`src/rtl/ann_pkg.sv`:
```
// Shared constants for the ANN layer: weight RAM geometry and the
// weight sequencer's state encoding.
package ann_pkg;

  localparam int WEIGHT_DEPTH = 28;
  localparam int WEIGHT_AW    = 5;
  localparam int WEIGHT_DW    = 16;

  typedef logic [1:0] seq_state_t;

  localparam seq_state_t SEQ_IDLE  = 2'd0;
  localparam seq_state_t SEQ_LOAD  = 2'd1;
  localparam seq_state_t SEQ_READ  = 2'd2;
  localparam seq_state_t SEQ_DRAIN = 2'd3;

endpackage

```
`src/rtl/weight_bram_sequencer.sv`:
```
// Owns the weight RAM port: rewrites all weights from a loader stream, or
// streams all weights in address order to the MAC under ready/valid.
module weight_bram_sequencer
  import ann_pkg::*;
#(
  parameter int DEPTH = WEIGHT_DEPTH,
  parameter int AW    = WEIGHT_AW,
  parameter int DW    = WEIGHT_DW
) (
  input  logic          CLK,
  input  logic          RST,
  input  logic          RD_START,
  input  logic          LD_START,
  input  logic          L_VALID,
  output logic          L_READY,
  input  logic [DW-1:0] L_DATA,
  output logic          W_VALID,
  input  logic          W_READY,
  output logic [DW-1:0] W_DATA,
  output logic [AW-1:0] W_IDX,
  output logic          W_LAST,
  output logic [AW-1:0] RAM_ADDR,
  output logic [DW-1:0] RAM_DI,
  output logic          RAM_EN,
  output logic          RAM_WE,
  input  logic [DW-1:0] RAM_DO,
  output logic          BUSY,
  output logic          DONE
);

  localparam logic [AW-1:0] LAST_ADDR = AW'(DEPTH - 1);

  seq_state_t    r_state;
  seq_state_t    w_state_nxt;
  logic [AW-1:0] r_cnt;
  logic [AW-1:0] w_cnt_nxt;
  logic          r_w_valid;
  logic [AW-1:0] r_w_idx;
  logic          r_done;
  logic          w_done_nxt;

  logic          w_wr;
  logic          w_issue;
  logic          w_hs;
  logic          w_cnt_last;
  logic          w_w_last;

  assign w_cnt_last = (r_cnt == LAST_ADDR);
  assign w_wr       = (r_state == SEQ_LOAD) && L_VALID;
  // A read is only issued when the output slot frees this cycle, so RAM_DO
  // itself holds the stalled word and no skid buffer is needed.
  assign w_issue    = (r_state == SEQ_READ) && (!r_w_valid || W_READY);
  assign w_hs       = r_w_valid && W_READY;
  assign w_w_last   = r_w_valid && (r_w_idx == LAST_ADDR);

  assign RAM_EN   = w_wr || w_issue;
  assign RAM_WE   = w_wr;
  assign RAM_ADDR = (w_wr || w_issue) ? r_cnt : '0;
  assign RAM_DI   = w_wr ? L_DATA : '0;

  assign L_READY = (r_state == SEQ_LOAD);
  assign W_VALID = r_w_valid;
  assign W_DATA  = RAM_DO;
  assign W_IDX   = r_w_idx;
  assign W_LAST  = w_w_last;
  assign BUSY    = (r_state != SEQ_IDLE);
  assign DONE    = r_done;

  // NOTE: every output of this block gets a default first, so no path
  // through the case can leave a variable unassigned and infer a latch.
  always_comb begin
    w_state_nxt = r_state;
    w_cnt_nxt   = r_cnt;
    w_done_nxt  = 1'b0;
    case (r_state)
      SEQ_IDLE: begin
        if (LD_START) begin
          w_state_nxt = SEQ_LOAD;
          w_cnt_nxt   = '0;
        end else if (RD_START) begin
          w_state_nxt = SEQ_READ;
          w_cnt_nxt   = '0;
        end
      end
      SEQ_LOAD: begin
        if (w_wr) begin
          if (w_cnt_last) begin
            w_state_nxt = SEQ_IDLE;
            w_done_nxt  = 1'b1;
          end else begin
            w_cnt_nxt = r_cnt + AW'(1);
          end
        end
      end
      SEQ_READ: begin
        if (w_issue) begin
          if (w_cnt_last) w_state_nxt = SEQ_DRAIN;
          else            w_cnt_nxt   = r_cnt + AW'(1);
        end
      end
      SEQ_DRAIN: begin
        if (w_hs && w_w_last) begin
          w_state_nxt = SEQ_IDLE;
          w_done_nxt  = 1'b1;
        end
      end
      default: w_state_nxt = SEQ_IDLE;
    endcase
  end

  // NOTE: state registers use non-blocking assignments so every register
  // samples pre-edge values, independent of statement order.
  always_ff @(posedge CLK) begin
    if (RST) begin
      r_state   <= SEQ_IDLE;
      r_cnt     <= '0;
      r_w_valid <= 1'b0;
      r_w_idx   <= '0;
      r_done    <= 1'b0;
    end else begin
      r_state <= w_state_nxt;
      r_cnt   <= w_cnt_nxt;
      r_done  <= w_done_nxt;
      if (w_issue) begin
        r_w_valid <= 1'b1;
        r_w_idx   <= r_cnt;
      end else if (w_hs) begin
        r_w_valid <= 1'b0;
      end
    end
  end

endmodule

```
`config.mk`:
```
export PLATFORM = sky130hd
export DESIGN_NAME = weight_bram_sequencer
export DESIGN_NICKNAME = d
export VERILOG_FILES = /design/src/rtl/ann_pkg.sv /design/src/rtl/weight_bram_sequencer.sv
export SDC_FILE = /design/constraint.sdc
export NUM_CORES = 1
export LEC_CHECK = 0
export CAP_MARGIN = 10
export CORE_MARGIN = 1
export CORE_UTILIZATION = 36
export CTS_BUF_LIST = sky130_fd_sc_hd__clkbuf_2 sky130_fd_sc_hd__clkbuf_4 sky130_fd_sc_hd__clkbuf_8
export CTS_CLUSTER_SIZE = 40
export DETAILED_ROUTE_END_ITERATION = 10
export PLACE_DENSITY = 0.95
export SLEW_MARGIN = 5
export SYNTH_ARGS = -nofsm -noshare
export SYNTH_HDL_FRONTEND = slang
export SYNTH_SLANG_ARGS = --single-unit
```
`constraint.sdc`:
```
create_clock -name CLK -period 3.6 [get_ports CLK]
set_clock_uncertainty 0.05 [all_clocks]
set_input_delay 0.72 -clock CLK [delete_from_list [all_inputs] [get_ports CLK]]
set_output_delay 0.72 -clock CLK [all_outputs]
set_load 0.01 [all_outputs]
```
== After elaboration in Yosys (flattened, before gate mapping) ==
Cells that the tools add are included.
Operators by class
  eq/ne operators: 11
  reductions and logical operators: 14
  add/sub/neg operators: 1
  muxes and demuxes: 22
Operator list (count)
  $mux 5: 6
  $mux 16: 1
  $pmux 5 s3: 1
  $mux 2: 7
  $eq 5x5->1 const B: 2
  $pmux 2 s4: 1
  $ne 2x2->1 const B: 3
  $reduce_and 6->1: 1
  $add 5x1->5 const B: 1
  $logic_and 1x1->1: 5
  $mux 1: 5
  $eq 2x2->1 const B: 2
  $ne 2x1->1 const B: 2
  $reduce_and 4->1: 1
  $reduce_bool 2->1: 2
  $ne 3x3->1 const B: 1
  $reduce_bool 3->1: 1
  $eq 2x1->1 const B: 1
  $logic_not 2->1: 1
  $logic_or 1x1->1: 2
  $pmux 1 s2: 1
  $logic_not 1->1: 1
Storage, ports and cells
  register bits after elaboration: 14
  bits of input ports: 38
  output and inout port bits: 49
  logic and storage cells: 53

== Logic depth before layout (Yosys ltp) ==
Gate-level depths: netlist of run 1.
  depth after elaboration: 5
  gate-level depth with buffers: 7
  gate-level depth less buffers: 6

== Worst setup path after synthesis of run 1 ==
No wires, ideal clock.
  path type: input port to output port
  start: input port W_READY
  end: output port RAM_ADDR[0]
  path buffers: 1
  slack: 1.378 ns
  data arrival time: 1.452 ns
  data required time: 2.830 ns
  stages: 4
  cells stage by stage: nand2b_1 -> clkbuf_1 -> a21oi_1 -> nor2b_1
On the way
  longest elaborated chain between the ends: 4
Ends and longest elaborated chain
  start, declared: RTL line weight_bram_sequencer.sv:18  | input logic W_READY,
  $logic_or 1x1->1: RTL line weight_bram_sequencer.sv:52  | assign w_issue = (r_state == SEQ_READ) && (!r_w_valid || W_READY);
  $logic_and 1x1->1: RTL line weight_bram_sequencer.sv:52
  $logic_or 1x1->1: RTL line weight_bram_sequencer.sv:58  | assign RAM_ADDR = (w_wr || w_issue) ? r_cnt : '0;
  $mux 5: RTL line weight_bram_sequencer.sv:58
  end, declared: RTL line weight_bram_sequencer.sv:22  | output logic [AW-1:0] RAM_ADDR,
Every way passes these cells.

== Worst setup path in the final report of run 1 ==
  start: input port W_READY
  end: output port RAM_ADDR[4]
The elaborated chain is that of the path after synthesis.

==> impl_metrics.csv, run 1 <==
group,metric,value,unit
timing,rsz0062_at_grt,"false",
cts,clock_path_buffers,2,
setup_path,crit_fanout,8,
floorplanning,start_util,38.5,%
cells_and_area,synthToLayoutAreaGrowth,44.2,%
setup_path,crit_top_cell,"clkdlybuf4s50_1",
setup_path,cp-end-kind,"output port",
setup_path,path_cells,"clkdlybuf4s50_1 > nand2b_1 > a21oi_1 > nor2_1 > clkdlybuf4s50_1",
synth,ys_seq_area_share,26.2,%
power,power_switching_share,40.7,%
power,ir_drop,0.329,mV
synth,syn_nets,184,
timing,finalSetupViolations,0,
cts,ctsResizeCount,0,
cells_and_area,fill_cells,260,
route,ant_nets,0,
global_routing,grt-ovfl-total,0,
cells_and_area,multi_input_area,602,um2
synth,synth.most_common_cell,"and3_1",
cts,cts_sinks,14,
cts,cts_made_buffers,3,
synth,synth-async-reset-ratio,0,%
floorplanning,design.core.area,2780,um2
timing,min_period,3.25,ns
status,outcome,"finished clean",
timing,fin_setup_tns,0,ns
timing,worst_pin_slew,0.516,ns
setup_path,worstPathArrival,2.48,ns
cts,holdBufCountCts,0,
power,fin_total_pwr,788,uW
route,viasPerCell,5.33,
global_routing,met1_usage,21.0,%
global_routing,grtUsageTotal,16.9,%
route,firstDrtPassIters,4,
timing,hold_viol,0,
synth,ys.flop_type,"dfxtp_1",
setup_path,reg2reg_depth,6,
global_routing,grt_pass1_vias,966,
cts,tritoncts,"built",
synth,yosysTopAreaCellShare,26.2,%
global_routing,grt_max_degree,21,
synth,ys_top_cells_by_count,"17 x and3_1, 16 x buf_4, 14 x dfxtp_1",
worst_hold_path,whs_path_depth,2,
route,wl_per_cell,12.7,um
synth,yosys_warnings,0,
cells_and_area,seq_area,280,um2
cts,cts_setup_buffers,0,
cells_and_area,diodes,0,
power,pwr-share-comb,59.2,%
route,route.vias.total,1108,
global_routing,grtUsageMet2,27.6,%
global_routing,grt_pass1_wl,4.28,mm
setup_path,startpoint_type,"primary input",
power,intPower,467,uW
place,port_buffers,54,
place,gp_congestion,0.820,
setup_path,cp_slowest_stage_delay,0.49,ns
job,cap_violations,0,
cts,clk_pin_slew,0.09,ns
floorplanning,row_count,19,
global_routing,grt_busiest_layer,"met2",
timing,finalCritPeriodShare,90.2,%
place,place_hpwl,2.07,mm
cts,worstSkewPairLatency,0.29,ns
cts,htree_levels,1,
synth,netlist_area,1070,um2
cells_and_area,drive_above_1_share,5.08,%
power,seq_power_share,25.9,%
setup_path,cp.required,2.83,ns
global_routing,met3_usage,4.61,%
power,netSwitchingPower,321,uW
setup_path,cp_slowest_cell,"clkdlybuf4s50_1",
power,p_leak,0.619,nW
synth,yosys-top-cells-area,"dfxtp_1 26%, buf_4 11%, and3_1 9.9%",
synth,synth_cell_types,34,
worst_hold_path,hp-class,"reg2reg",
synth,synthCells,140,
cts,cts-root-buf,"clkbuf_4",
route,drt_iter0_drc,29,
route,drc,0,
power,power_frac_clock,14.9,%
synth,synth_edf_count,0,
timing,max_freq,308,MHz
power,power.density,511,nW/um2
floorplanning,io_pins,87,
synth,avgSynthCellArea,7.64,um2
setup_path,path_class,"in2out",
cells_and_area,final_nets,222,
synth,yosysTopAreaCell,"dfxtp_1",
timing,slew_headroom,65.5,%
global_routing,antenna_found_initial,0,
synth,ys_ff_latch,14,
floorplanning,die_x,56.5,um
floorplanning,die_h,56.5,um
floorplanning,dieArea,3190,um2
route,wirelength,2.65,mm
timing,hold_slack,0.421,ns
timing,slew_violations,0,
[worst max-delay path, delay by kind of cell]
kind	cells	cell delay (ns)
buf+inv	2	0.95
compound gates	1	0.44
simple gates	2	0.37
[layout by cell type, fill, tap and decap left out, types with 2 or more instances in the layout]
cell	instances
clkdlybuf4s50_1	54
and3_1	17
dfxtp_1	14
a21oi_1	12
inv_1	10
nor2_1	9
nand2_1	8
nand3_1	8
ha_1	6
o21ai_0	4
nor2b_1	3
clkbuf_4	3
nand2b_1	2
nand4b_1	2
nand3b_1	2
a31oi_1	2
and2_1	2
o32ai_1	2
[worst paths after layout]
check,startpoint,end,slack [ns]
setup / recovery,W_READY,RAM_ADDR[4],0.35
hold / removal,W_IDX[3],W_IDX[3],0.42
setup reg to reg,r_state[1],r_state[1],1.55
hold reg to reg,W_IDX[3],W_IDX[3],0.42
[cell families (layout without fill, tap and decap cells)]
logic type	after synthesis	count (layout)	share of synthesized area, %
compound gates	25	25	14.9
fa+ha+maj	6	6	7.02
buf+inv	32	69	17.5
flops	14	14	26.2
mux	1	1	0.936
simple gates	62	62	33.5
[metal layers]
layer	up-vias	share of wire (%)
met3	5	10
li1	553	-
met5	-	0
met1	482	43
met4	0	1.6
met2	68	45
[flip-flops by register name (all words and copies together) (netlist names)]
register	count
W_IDX	5
DONE	1
r_cnt	5
r_state	2
W_VALID	1
[cell type report]
type | count | area share (%)
multi-input combinational | 94 | 39.0
timing repair buffer | 55 | 35.5
sequential | 14 | 18.2
tap | 31 | 2.51
inverter | 10 | 2.43
clock buffer | 4 | 2.35
[metrics by stage]
| step | cell area [um2] | utilization [%] | setup slack, ns | cells |
|---|---|---|---|---|
| detailed placement | 1510 | 54.2 | 0.360 | 204 |
| floorplan | 1070 | - | 1.38 | 140 |
| finish | 1540 | 55.5 | 0.351 | 208 |
| global route | 1540 | 55.5 | 0.214 | 208 |
| CTS | 1540 | 55.5 | 0.355 | 208 |
| global placement | 1510 | 54.2 | 0.414 | 204 |
[power groups by stage]
| stage | sequential (mW) | clock [mW] | combinational [mW] |
|---|---|---|---|
| floorplan | 0.202 | 0 | 0.319 |
| global placement | 0.207 | 0 | 0.456 |
| detailed placement | 0.208 | 0 | 0.466 |
| CTS | 0.204 | 0.115 | 0.470 |
| global route | 0.208 | 0.125 | 0.518 |
| finish | 0.204 | 0.117 | 0.467 |
Note: power is estimated with default switching activity, not from simulation.
==> inputs of run 2 (changes only) <==
Settings changed: CORE_UTILIZATION 36 to 35, CTS_BUF_LIST sky130_fd_sc_hd__clkbuf_2 sky130_fd_sc_hd__clkbuf_4 sky130_fd_sc_hd__clkbuf_8 to sky130_fd_sc_hd__clkbuf_4 sky130_fd_sc_hd__clkbuf_8 sky130_fd_sc_hd__clkbuf_16, SLEW_MARGIN 5 to 20.
==> run 2 against run 1 <==
Effect of this change: the run now ends with DRC left; largest power group unchanged; total power increased by 0.63%; first-iteration DRC count is 21% higher; register-to-register slack lost 0.04 ns; critical endpoint unchanged; sequential share of layout area is the same; clock-buffer cell count is the same.
==> impl_metrics.csv, run 2 (synthesized netlist as in run 1, its figures left out) <==
group,metric,value,unit
route,viasPerCell,5.45,
timing,max_freq,309,MHz
timing,worst_pin_slew,0.524,ns
floorplanning,design.core.area,2830,um2
status,failed_checks,"DRC",
timing,rsz0062_at_grt,"false",
timing,finalSetupViolations,0,
place,preCtsSetupSlack,0.368,ns
floorplanning,die_x,57.3,um
floorplanning,start_util,37.8,%
cts,cts_setup_buffers,0,
route,firstDrtPassIters,8,
cells_and_area,layout_common_cells,"54 x clkdlybuf4s50_1, 17 x and3_1, 14 x dfxtp_1",
cells_and_area,drive_above_1_share,5.08,%
cells_and_area,diodes,0,
power,p_leak,0.619,nW
power,ir_drop,0.279,mV
place,gp_congestion,0.787,
power,power.density,514,nW/um2
setup_path,startpoint_type,"primary input",
route,ant_nets,0,
setup_path,path_class,"in2out",
timing,postLayoutSetupSlackWorst,0.363,ns
cts,tritoncts,"built",
setup_path,cp-end-kind,"output port",
cts,cts_made_buffers,3,
cts,clock_path_buffers,2,
timing,finalCritPeriodShare,89.9,%
cts,cts-root-buf,"clkbuf_4",
global_routing,grt-ovfl-total,0,
place,dp_cells,204,
timing,hold_viol,0,
cts,holdBufCountCts,0,
route,drt_iter0_drc,35,
global_routing,grtUsageTotal,16.9,%
timing,slew_violations,0,
cts,htree_levels,1,
floorplanning,die_h,57.3,um
setup_path,cp.required,2.83,ns
cts,ctsResizeCount,0,
power,fin_total_pwr,793,uW
job,cap_violations,0,
cells_and_area,final_nets,222,
global_routing,grt_pass1_vias,985,
cells_and_area,final_common_cell,"clkdlybuf4s50_1",
cells_and_area,synthToLayoutAreaGrowth,44.2,%
cells_and_area,fill_cells,254,
status,outcome,"complete, but fails checks",
route,wl_per_cell,12.7,um
place,port_buffers,54,
cells_and_area,layout.cells.non_filler,208,
route,route.vias.total,1133,
setup_path,worstPathArrival,2.47,ns
floorplanning,io_pins,87,
worst_hold_path,hp-class,"reg2reg",
timing,fin_setup_tns,0,ns
route,wirelength,2.64,mm
timing,hold_slack,0.418,ns
global_routing,grt_max_degree,21,
route,drc,5,
floorplanning,row_count,19,
setup_path,crit_fanout,8,
global_routing,grt_pass1_wl,4.21,mm
cts,cts_sinks,14,
cts,worstSkewPairLatency,0.29,ns
timing,min_period,3.24,ns
global_routing,antenna_found_initial,0,
cts,clk_pin_slew,0.09,ns
timing,slew_headroom,65.0,%
floorplanning,dieArea,3280,um2
place,place_hpwl,1.97,mm
[run 2: cell counts in the layout (fill, tap and decap cells not counted)]
Identical to the previous run, type by type.
[run 2: final timing paths]
| check | startpoint | to | slack, ns | cells after the start |
|---|---|---|---|---|
| setup / recovery | W_READY | RAM_ADDR[4] | 0.36 | 5 |
| hold reg to reg | W_IDX[2] | W_IDX[2] | 0.42 | 2 |
| setup reg to reg | r_state[1] | r_cnt[2] | 1.51 | 6 |
| hold / removal | W_IDX[2] | W_IDX[2] | 0.42 | 2 |
[run 2: final cells by class]
cell class / count / area [um2] / share of cell area (%)
Sequential cell: 14 / 280 / 18.2
Multi-Input combinational cell: 94 / 602 / 39.0
Inverter: 10 / 37.5 / 2.43
Tap cell: 31 / 38.8 / 2.51
Timing Repair Buffer: 55 / 548 / 35.5
Clock buffer: 4 / 36.3 / 2.35
[run 2: critical path, stage by stage]
cell and delay [ns]:
clkdlybuf4s50_1 0.45, nand2b_1 0.27, a21oi_1 0.43, nor2_1 0.11, clkdlybuf4s50_1 0.49
[run 2: layer usage]
layer / vias up / GRT usage [%] / wire [um]
li1: 546 / - / -
met1: 521 / 20.4 / 1160
met2: 59 / 27.1 / 1190
met3: 7 / 4.76 / 225
met4: 0 / 9.41 / 65
met5: - / 0 / 0
[run 2: report_power, final]
group	internal (mW)	leakage, nW	switching (mW)
Sequential	0.178	0.114	0.0278
Clock	0.0617	0.0210	0.0553
Combinational	0.227	0.484	0.243
[run 2: metrics by stage]
| step | cell area, um2 | utilization, % |
|---|---|---|
| floorplan | 1070 | - |
| global placement | 1510 | 53.3 |
| detailed placement | 1510 | 53.3 |
| CTS | 1540 | 54.5 |
| global route | 1540 | 54.5 |
| finish | 1540 | 54.5 |
